### config.mk
export PLATFORM = sky130hd
export DESIGN_NAME = cpu_clk_ctrl
export DESIGN_NICKNAME = d
export VERILOG_FILES = /design/src/rtl/cpu_clk_ctrl.sv
export SDC_FILE = /design/constraint.sdc
export NUM_CORES = 1
export LEC_CHECK = 0
export CAP_MARGIN = 0
export CORE_MARGIN = 4
export CORE_UTILIZATION = 45
export CTS_BUF_LIST = sky130_fd_sc_hd__clkbuf_4 sky130_fd_sc_hd__clkbuf_8 sky130_fd_sc_hd__clkbuf_16
export CTS_CLUSTER_DIAMETER = 30
export DETAILED_ROUTE_END_ITERATION = 16
export GPL_TIMING_DRIVEN = 1
export HOLD_SLACK_MARGIN = 0.08
export SLEW_MARGIN = 15
export SYNTH_ARGS = -nofsm -noshare
export SYNTH_HDL_FRONTEND = slang
export SYNTH_SLANG_ARGS = --single-unit
### constraint.sdc
create_clock -name clk -period 3.44 [get_ports clk]
set_clock_uncertainty 0.15 [all_clocks]
set_input_delay 0.688 -clock clk [delete_from_list [all_inputs] [get_ports clk]]
set_output_delay 0.688 -clock clk [all_outputs]
set_load 0.03 [all_outputs]
### src/rtl/cpu_clk_ctrl.sv
// rtl/cpu_clk_ctrl.sv - PLL lock qualifier, core reset sequencer and divided clock-enable generator
module cpu_clk_ctrl #(
    parameter int NUM_CH      = 4,
    parameter int DIV_W       = 16,
    parameter int LOCK_CYCLES = 16,
    parameter int DIV_RST     = 0,
    localparam int CH_W       = (NUM_CH > 1) ? $clog2(NUM_CH) : 1,
    localparam int LCNT_W     = $clog2(LOCK_CYCLES + 1)
) (
    input  logic              clk,
    input  logic              rst_n,
    input  logic              locked,
    input  logic [1:0]        mode,
    input  logic              step_req,
    input  logic              cfg_we,
    input  logic [CH_W-1:0]   cfg_ch,
    input  logic [DIV_W-1:0]  cfg_div,
    output logic              core_rst_n,
    output logic [NUM_CH-1:0] ce,
    output logic [LCNT_W-1:0] lock_cnt
);

    localparam logic [DIV_W-1:0]  DIV_INIT  = DIV_W'(DIV_RST);
    localparam logic [DIV_W-1:0]  CNT_ONE   = DIV_W'(1);
    localparam logic [LCNT_W-1:0] LOCK_MAX  = LCNT_W'(LOCK_CYCLES);
    localparam logic [LCNT_W-1:0] LCNT_ONE  = LCNT_W'(1);
    localparam logic [1:0]        MODE_RUN  = 2'b00;
    localparam logic [1:0]        MODE_STEP = 2'b10;

    typedef enum logic {
        ST_WAIT_LOCK,
        ST_ACTIVE
    } state_t;

    state_t           state;
    logic [DIV_W-1:0] div_q [NUM_CH];
    logic [DIV_W-1:0] cnt_q [NUM_CH];

    logic              run_mode;
    logic              step_mode;
    logic [NUM_CH-1:0] wr_hit;
    logic [NUM_CH-1:0] term_hit;

    // Mode 11 falls out as HALT: neither run nor step.
    always_comb begin
        run_mode  = (mode == MODE_RUN);
        step_mode = (mode == MODE_STEP);
        wr_hit    = '0;
        term_hit  = '0;
        for (int i = 0; i < NUM_CH; i++) begin
            wr_hit[i]   = cfg_we && (cfg_ch == CH_W'(i));
            term_hit[i] = (cnt_q[i] == div_q[i]);
        end
    end

    always_ff @(posedge clk) begin
        if (!rst_n) begin
            state      <= ST_WAIT_LOCK;
            core_rst_n <= 1'b0;
            ce         <= '0;
            lock_cnt   <= '0;
            for (int i = 0; i < NUM_CH; i++) begin
                cnt_q[i] <= '0;
                div_q[i] <= DIV_INIT;
            end
        end else begin
            // Divide registers take writes in every state, even during lock loss.
            for (int i = 0; i < NUM_CH; i++) begin
                if (wr_hit[i]) begin
                    div_q[i] <= cfg_div;
                end
            end

            if (!locked) begin
                state      <= ST_WAIT_LOCK;
                core_rst_n <= 1'b0;
                ce         <= '0;
                lock_cnt   <= '0;
                for (int i = 0; i < NUM_CH; i++) begin
                    cnt_q[i] <= '0;
                end
            end else if (state == ST_WAIT_LOCK) begin
                ce <= '0;
                for (int i = 0; i < NUM_CH; i++) begin
                    cnt_q[i] <= '0;
                end
                if (lock_cnt == LOCK_MAX) begin
                    state      <= ST_ACTIVE;
                    core_rst_n <= 1'b1;
                end else begin
                    lock_cnt <= lock_cnt + LCNT_ONE;
                end
            end else begin
                for (int i = 0; i < NUM_CH; i++) begin
                    if (wr_hit[i]) begin
                        cnt_q[i] <= '0;
                    end else if (run_mode && term_hit[i]) begin
                        cnt_q[i] <= '0;
                    end else if (run_mode) begin
                        cnt_q[i] <= cnt_q[i] + CNT_ONE;
                    end
                    // A step pulse ignores the divider and survives a same-cycle write.
                    if (step_mode) begin
                        ce[i] <= step_req;
                    end else begin
                        ce[i] <= run_mode && term_hit[i] && !wr_hit[i];
                    end
                end
            end
        end
    end

endmodule

==> impl_metrics.yaml, run 1 <==
status:
  status: "complete, no violations"
sta:
  maxSlewHeadroom_pct: 44.00
  fmax_mhz: 412.9
  worstMarginPinSlew_ns: 0.8335
  rsz0062_at_grt: "no"
  hold_viol_final: 0
  final.period_utilization_pct: 70.40
  fin_setup_tns_ns: 0
  finalSetupViolations: 0
  period_minus_slack_ns: 2.422
  drv_slew: 0
grt:
  gr-total-overflow: 0
  grt_pass1_vias: 4712
  grt_use_total_pct: 17.52
  antenna_found_initial: 0
  grt_max_degree: 18
  grt_first_pass_wirelength_um: 24820
floorplan:
  placementRows: 46
  coreArea_um2: 16000
  dieHeight_um: 136.0
  initial_core_util_pct: 46.10
  io_pins: 35
  die_area_um2: 18500
  die_w_um: 136.0
route:
  drc: 0
  drtPass1Iterations: 5
  antenna_left: 0
  drt-vias-per-instance: 5.414
  wl_per_cell_um: 17.77
  vias: 4672
  drt_iter0_markers: 391
  wl_um: 15330
logic_synthesis:
  netlist_top_cells_area: "edfxtp_1 (52%), xnor2_1 (12%), and2_1 (5.5%), nor3_2 (4.9%), dfxtp_1 (3.0%)"
  synth_top_area_share_pct: 52.11
  ys_seq_area_share_pct: 55.10
  ys_warn_count: 0
  syn_avg_cell_area_um2: 12.42
  syn-num-nets: 625
  netlist_area_um2: 7376
  synth_area_leader_cell: "edfxtp_1"
  synthCells: 594
  synth_cell_types: 41
  ys_seq_elements: 139
cells_and_area:
  fin_util_pct: 52.90
  multi_input_area_um2: 3119
  fin_area_um2: 8464
  ff_latch_area_um2: 4064
  nets: 665
  num_antenna_cells: 0
  drive_gt1_share_pct: 15.15
  finalNonFillerCells: 863
  syn2layout_area_growth_pct: 14.76
  fill_cells: 1404
place:
  dp.cells: 831
  placedInstanceArea_um2: 7895
  hpwl_um: 10640
  gp_congestion: 0.7492
  io_buffer_count: 34
worst_setup_path:
  r2r-start: "cnt_q[3][12]"
  crit_chain: "clkdlybuf4s50_1, nand3_2, nor3_4, nand2_4, nor3_1"
  crit_fanout: 16
  cp_data_arrival_time_ns: 2.50
  crit_path_max_incr_delay_ns: 0.58
  start_kind: "primary input"
  critPathLaunch: "rst_n"
  critPathKind: "in -> reg"
  cp_slowest_cell: "nor3_4"
  critPathRequiredTime_ns: 3.52
  worstSetupEndpointType: "register"
clock_tree:
  clock_tree.root_cell: "clkbuf_16"
  cts_sinks: 139
  cts_hold_buf: 0
  cts_buffer_depth: 2
  cts-resized-gates: 0
  htree_levels: 4
  clkLatencyLatePin_ns: 0.41
  cts_buffers: 17
  clkSlewWorstSetupHoldPaths_ns: 0.05
  post-cts-setup-buffer-count: 0
  tritoncts: "done"
worst_hold_path:
  hold_path.class: "reg -> reg"
  hold_start: "core_rst_n"
pwr:
  power_uw: 3815
  powerDensity_nw_per_um2: 450.7
  power_leakage_uw: 0.002644
  ir_drop_mv: 0.3535
job:
  cap_violations: 0
-- per-layer routing --
| layer | vias up | routed length [um] | track usage, % |
|---|---|---|---|
| li1 | 2248 | - | - |
| met1 | 2292 | 6937 | 23.25 |
| met2 | 118 | 7570 | 28.84 |
| met3 | 14 | 606 | 3.590 |
| met4 | 0 | 217 | 5.767 |
| met5 | - | 0 | 0 |
-- registers in the layout (all words and copies together) (netlist names) --
| register | count |
|---|---|
| state | 1 |
| cnt_q | 64 |
| ce | 4 |
| core_rst_n | 1 |
| div_q | 64 |
| lock_cnt | 5 |
-- per-stage QoR --
step                worst slack [ns]  hold slack (ns)
CTS                           0.9847           0.3562
global placement              0.6673           0.3103
floorplan                      1.357           0.3831
detailed placement            0.5773           0.3329
global route                  0.8797           0.3786
finish                         1.018           0.3595
-- placed cells by master, fill, tap and decap left out, types with 6 or more instances in the layout --
master | synthesis | routed
and2_1 | 65 | 65
buf_4 | 1 | 10
clkbuf_16 | 0 | 18
clkbuf_4 | 0 | 9
clkdlybuf4s50_1 | 0 | 34
dfxtp_1 | 11 | 11
edfxtp_1 | 128 | 128
ha_1 | 6 | 6
inv_1 | 7 | 7
nand2_1 | 27 | 27
nand3_1 | 27 | 27
nand4_1 | 31 | 31
nor2_1 | 20 | 20
nor3_1 | 30 | 30
nor3_2 | 36 | 36
nor4_1 | 12 | 12
xnor2_1 | 101 | 101
xor2_1 | 18 | 18
-- cell type report --
cell class | instances | share of cell area [%]
Timing Repair Buffer | 44 | 4.908
Multi-Input combinational cell | 425 | 36.85
Sequential cell | 139 | 48.01
Clock inverter | 2 | 0.1183
Tap cell | 216 | 3.193
Inverter | 7 | 0.3104
Clock buffer | 30 | 6.608
-- cell usage after synthesis (all sizes together) --
cell type	n
nor4	16
nor2	20
or3	2
nand3	30
nor2b	1
nor3	67
a211oi	5
nand3b	2
edfxtp	128
xor2	18
nor3b	6
ha	6
o31ai	2
o21ai	3
inv	7
or3b	1
and3	5
a21oi	2
xnor2	101
buf	17
or4	2
and4	3
clkbuf	6
nor4bb	1
nand2	31
nand4	31
dfxtp	11
a31o	5
and2	65
-- critical path: cells and delay by family --
| kind | cells | cell delay [ns] |
|---|---|---|
| and+or+nand+nor | 4 | 1.30 |
| buffers and inverters | 1 | 0.51 |
-- final timing paths --
| kind | end | slack, ns | cells past startpoint |
|---|---|---|---|
| worst max-delay path | cnt_q[0][4] | 1.02 | 5 |
| worst min register to register | core_rst_n | 0.36 | 2 |
| worst min-delay path | core_rst_n | 0.36 | 2 |
| worst max register to register | cnt_q[3][2] | 1.14 | 5 |
-- logic make-up (layout without fill, tap and decap cells) --
| logic type | count (synthesis) | in the layout | synth area share, % |
|---|---|---|---|
| buffers and inverters | 30 | 83 | 2.612 |
| xor gates and xnor gates | 119 | 119 | 14.13 |
| adders and majority gates | 6 | 6 | 1.018 |
| AOI/OAI and AO/OA | 17 | 17 | 1.713 |
| and+or+nand+nor | 283 | 283 | 25.43 |
| DFF | 139 | 139 | 55.10 |
-- power by group --
group | internal (uW) | switching [uW] | total, uW
clock | 1090 | 641 | 1730
sequential | 1890 | 29.7 | 1920
combinational | 76.0 | 82.0 | 158
Note: power is estimated with default switching activity, not from simulation.
==> inputs of run 2 (changes only) <==
==> constraint.sdc (replaced) <==
create_clock -name clk -period 2.4 [get_ports clk]
set_clock_uncertainty 0.15 [all_clocks]
set_input_delay 0.48 -clock clk [delete_from_list [all_inputs] [get_ports clk]]
set_output_delay 0.48 -clock clk [all_outputs]
set_load 0.03 [all_outputs]
==> run 2 against run 1 <==
Cell count up 1.5%. Sequential power rose by 43%. Global-route usage grew 0.24 points. Critical path depth is 4 lower. Setup slack got worse by 0.82 ns. Die area unchanged. Via count about the same.
==> impl_metrics.yaml, run 2 (synthesized netlist as in run 1, its figures left out) <==
clock_tree:
  htree_levels: 4
  cts_buffers: 17
  cts_hold_buf: 0
  cts-resized-gates: 0
  clock_tree.root_cell: "clkbuf_16"
  clkSlewWorstSetupHoldPaths_ns: 0.05
  cts_sinks: 139
  cts_buffer_depth: 2
  post-cts-setup-buffer-count: 0
  clkLatencyLatePin_ns: 0.42
  tritoncts: "done"
sta:
  fin_ws_ns: 0.1971
  fmax_mhz: 453.9
  fin_hold_ws_ns: 0.3320
  maxSlewHeadroom_pct: 49.13
  rsz0062_at_grt: "no"
  final.period_utilization_pct: 91.79
  drv_slew: 0
  period_minus_slack_ns: 2.203
  fin_setup_tns_ns: 0
  worstMarginPinSlew_ns: 0.7602
  hold_viol_final: 0
  finalSetupViolations: 0
route:
  drtPass1Iterations: 5
  drc: 0
  drt-vias-per-instance: 5.332
  wl_per_cell_um: 17.50
  vias: 4671
  wl_um: 15330
  antenna_left: 0
  drt_iter0_markers: 373
cells_and_area:
  nets: 678
  reg_top3: "cnt_q (64), div_q (64), lock_cnt (5)"
  multi_input_area_um2: 3119
  final_common_cell: "edfxtp_1"
  syn2layout_area_growth_pct: 16.61
  fin_util_pct: 53.75
  num_antenna_cells: 0
  fill_cells: 1405
  layout_common_cells: "edfxtp_1 (128), xnor2_1 (101), and2_1 (65)"
  ff_latch_area_um2: 4064
  drive_gt1_share_pct: 16.82
worst_setup_path:
  start_kind: "register"
  critPathKind: "reg -> out"
  cp_slowest_cell: "clkdlybuf4s50_1"
  worst-r2r-cell-count: 5
  r2r_end: "cnt_q[0][2]"
  cp_num_buf_inv: 1
  critPathRequiredTime_ns: 1.77
  crit_fanout: 5
  r2r-start: "cnt_q[0][13]"
  crit_chain: "clkdlybuf4s50_1"
  crit_family: "buffers and inverters"
  worstSetupEndpointType: "primary output"
  cp_data_arrival_time_ns: 1.57
  crit_path_max_incr_delay_ns: 0.72
  ff2ff_setup_slack_ns: 0.36
grt:
  antenna_found_initial: 0
  grt_use_total_pct: 17.76
  grt_max_degree: 18
  grt_first_pass_wirelength_um: 25030
  gr-total-overflow: 0
  grt_pass1_vias: 4809
floorplan:
  coreArea_um2: 16000
  placementRows: 46
  io_pins: 35
  dieHeight_um: 136.0
  initial_core_util_pct: 46.10
  die_area_um2: 18500
  die_w_um: 136.0
place:
  dp_slack_ns: 0.04963
  gp_congestion: 0.7952
  io_buffer_count: 34
  hpwl_um: 10790
worst_hold_path:
  hold_path_depth: 2
  hold_start: "core_rst_n"
  min_delay_worst_endpoint: "core_rst_n"
  hold_path.class: "reg -> reg"
pwr:
  ir_drop_mv: 0.4980
  power_leakage_uw: 0.002714
  powerDensity_nw_per_um2: 627.0
job:
  cap_violations: 0
status:
  status: "complete, no violations"
run 2: per-layer routing:
metal	vias to the layer above	global-route usage (%)	wire length, um
met5	-	0	0
met4	0	5.991	248
met3	20	4.330	710
met2	103	29.28	7544
met1	2279	23.02	6828
li1	2269	-	-
run 2: metrics by stage:
step,std cells,total power (uW),area [um2]
2_1_floorplan,594,2925,7376
3_3_place_gp,844,3045,8055
3_5_place_dp,844,3049,8055
4_1_cts,876,5441,8601
5_1_grt,876,5578,8601
6_report,876,5393,8601
run 2: how the worst max path moves through the flow:
stage | start | end | cells after the start
after CTS | lock_cnt[0] | lock_cnt[0] | 1
after global placement | cfg_we | cnt_q[0][14] | 4
after global routing | lock_cnt[0] | lock_cnt[0] | 1
after detailed placement | cfg_we | cnt_q[0][15] | 4
after floorplan | cnt_q[0][0] | cnt_q[0][4] | 5
final | lock_cnt[0] | lock_cnt[0] | 1
run 2: power breakdown:
| group | internal, uW | switching (uW) |
|---|---|---|
| registers | 2710 | 40.1 |
| logic | 122 | 122 |
| clock network | 1450 | 947 |
run 2: cell type report:
cell class	instances	area share (%)
Clock inverter	8	0.4946
Sequential cell	139	47.25
Inverter	7	0.3055
Timing Repair Buffer	57	6.692
Clock buffer	24	5.848
Tap cell	216	3.142
Multi-Input combinational cell	425	36.27
==> inputs of run 3 (changes only) <==
--- a/config.mk
+++ b/config.mk
@@ -8,11 +8,11 @@
 export CAP_MARGIN = 0
 export CORE_MARGIN = 4
 export CORE_UTILIZATION = 45
-export CTS_BUF_LIST = sky130_fd_sc_hd__clkbuf_4 sky130_fd_sc_hd__clkbuf_8 sky130_fd_sc_hd__clkbuf_16
 export CTS_CLUSTER_DIAMETER = 30
 export DETAILED_ROUTE_END_ITERATION = 16
 export GPL_TIMING_DRIVEN = 1
 export HOLD_SLACK_MARGIN = 0.08
+export SETUP_SLACK_MARGIN = 0.15
 export SLEW_MARGIN = 15
 export SYNTH_ARGS = -nofsm -noshare
 export SYNTH_HDL_FRONTEND = slang
==> run 3 against run 2 <==
Via count is essentially flat. Power shrank 0.76%. Die area is the same. Fmax grew 1.8%. Critical endpoint is now lock_cnt[1]. Highest routed layer unchanged.
==> impl_metrics.yaml, run 3 (synthesized netlist as in run 1, its figures left out) <==
worst_setup_path:
  cp_slowest_cell: "clkdlybuf4s50_1"
  critPathLaunch: "lock_cnt[1]"
  ff2ff_setup_slack_ns: 0.36
  cp_data_arrival_time_ns: 1.53
  worst-r2r-cell-count: 5
  crit_path_max_incr_delay_ns: 0.71
  cp_num_buf_inv: 1
  critPathKind: "reg -> out"
  worstSetupEndpointType: "primary output"
  crit_family: "buffers and inverters"
  endpoint: "lock_cnt[1]"
  critPathRequiredTime_ns: 1.77
  crit_fanout: 5
  cp.depth: 1
  r2r-start: "cnt_q[0][13]"
  start_kind: "register"
  r2r_end: "cnt_q[0][12]"
  crit_chain: "clkdlybuf4s50_1"
worst_hold_path:
  hold_path.class: "reg -> reg"
  hold_start: "core_rst_n"
grt:
  grt_use_total_pct: 17.76
  gr-total-overflow: 0
  antenna_found_initial: 0
  grt_first_pass_wirelength_um: 25040
  grt_max_degree: 18
  grt_pass1_vias: 4824
route:
  antenna_left: 0
  drc: 0
  drt_iter0_markers: 424
  vias: 4667
  drtPass1Iterations: 5
  drt-vias-per-instance: 5.328
  wl_per_cell_um: 17.43
  wl_um: 15270
sta:
  final.period_utilization_pct: 90.17
  maxSlewHeadroom_pct: 48.37
  worstMarginPinSlew_ns: 0.7715
  drv_slew: 0
  period_minus_slack_ns: 2.164
  hold_viol_final: 0
  fmax_mhz: 462.1
  rsz0062_at_grt: "no"
  fin_hold_ws_ns: 0.3320
  finalSetupViolations: 0
  fin_setup_tns_ns: 0
floorplan:
  dieHeight_um: 136.0
  initial_core_util_pct: 46.10
  placementRows: 46
  die_area_um2: 18500
  die_w_um: 136.0
  io_pins: 35
  coreArea_um2: 16000
clock_tree:
  clkLatencyLatePin_ns: 0.42
  cts_buffers: 17
  htree_levels: 4
  tritoncts: "done"
  clock_tree.root_cell: "clkbuf_16"
  cts_sinks: 139
  cts_hold_buf: 0
  clkSlewWorstSetupHoldPaths_ns: 0.05
  cts_buffer_depth: 2
cells_and_area:
  fin_util_pct: 53.70
  layout_common_cells: "edfxtp_1 (128), xnor2_1 (101), and2_1 (65)"
  syn2layout_area_growth_pct: 16.49
  num_antenna_cells: 0
  final_common_cell: "edfxtp_1"
  reg_top3: "cnt_q (64), div_q (64), lock_cnt (5)"
  drive_gt1_share_pct: 16.36
  nets: 678
  fill_cells: 1404
place:
  io_buffer_count: 34
  hpwl_um: 10790
  gp_congestion: 0.7952
status:
  status: "complete, no violations"
pwr:
  powerDensity_nw_per_um2: 622.9
  ir_drop_mv: 0.4930
  power_leakage_uw: 0.002719
job:
  cap_violations: 0
run 3: cell types whose count changed in the layout (fill, tap and decap cells not counted):
cell,change
dlymetal6s2s_1,+1
clkbuf_1,+3
clkbuf_4,-3
clkdlybuf4s50_1,-1
run 3: worst min-delay path by stage:
stage | endpoint | depth (start not counted) | slack (ns)
6_report | core_rst_n | 2 | 0.33
5_1_grt | core_rst_n | 2 | 0.37
4_1_cts | core_rst_n | 2 | 0.34
3_5_place_dp | core_rst_n | 2 | 0.32
3_3_place_gp | core_rst_n | 2 | 0.31
2_1_floorplan | core_rst_n | 3 | 0.38
run 3: stage by stage:
| step | total power, uW | instances | area (um2) | setup WS [ns] |
|---|---|---|---|---|
| 2_1_floorplan | 2925 | 594 | 7376 | 0.4723 |
| 3_3_place_gp | 3045 | 844 | 8055 | 0.09056 |
| 3_5_place_dp | 3049 | 844 | 8055 | 0.04963 |
| 4_1_cts | 5408 | 876 | 8589 | 0.1696 |
| 5_1_grt | 5541 | 876 | 8592 | 0.1788 |
| 6_report | 5352 | 876 | 8592 | 0.2358 |
run 3: worst register-to-register path, cell delays in order, from the launching register on:
cell and delay (ns):
edfxtp_1 0.48, xnor2_1 0.21, nand4_1 0.19, nor4_4 0.47
buf_12 0.21, nor3_2 0.07
run 3: final cells by class:
type,instances,area (um2),area share [%]
clock buffer,24,491.7,5.723
clock inverter,8,42.54,0.4951
inverter,7,26.28,0.3058
multi-input combinational,425,3119,36.30
sequential,139,4064,47.30
tap,216,270.3,3.145
timing repair buffer,57,578.1,6.728
run 3: report_power, final:
group	switching (uW)	internal, uW	total [uW]
clock network	940	1420	2360
registers	40.0	2710	2750
logic	121	122	243
total	1100	4250	5350
run 3: repair_timing:
item                       4_1_cts  5_1_grt
gates resized for setup          0        1
buffers inserted                 0        0
setup endpoints to repair        0        1
run 3: layer usage:
metal	track usage, %	share of wire [%]	up-vias
met5	0	0	-
met2	29.39	49	105
met3	4.330	4.8	19
met4	5.991	1.6	0
met1	22.90	44	2272
li1	-	-	2271
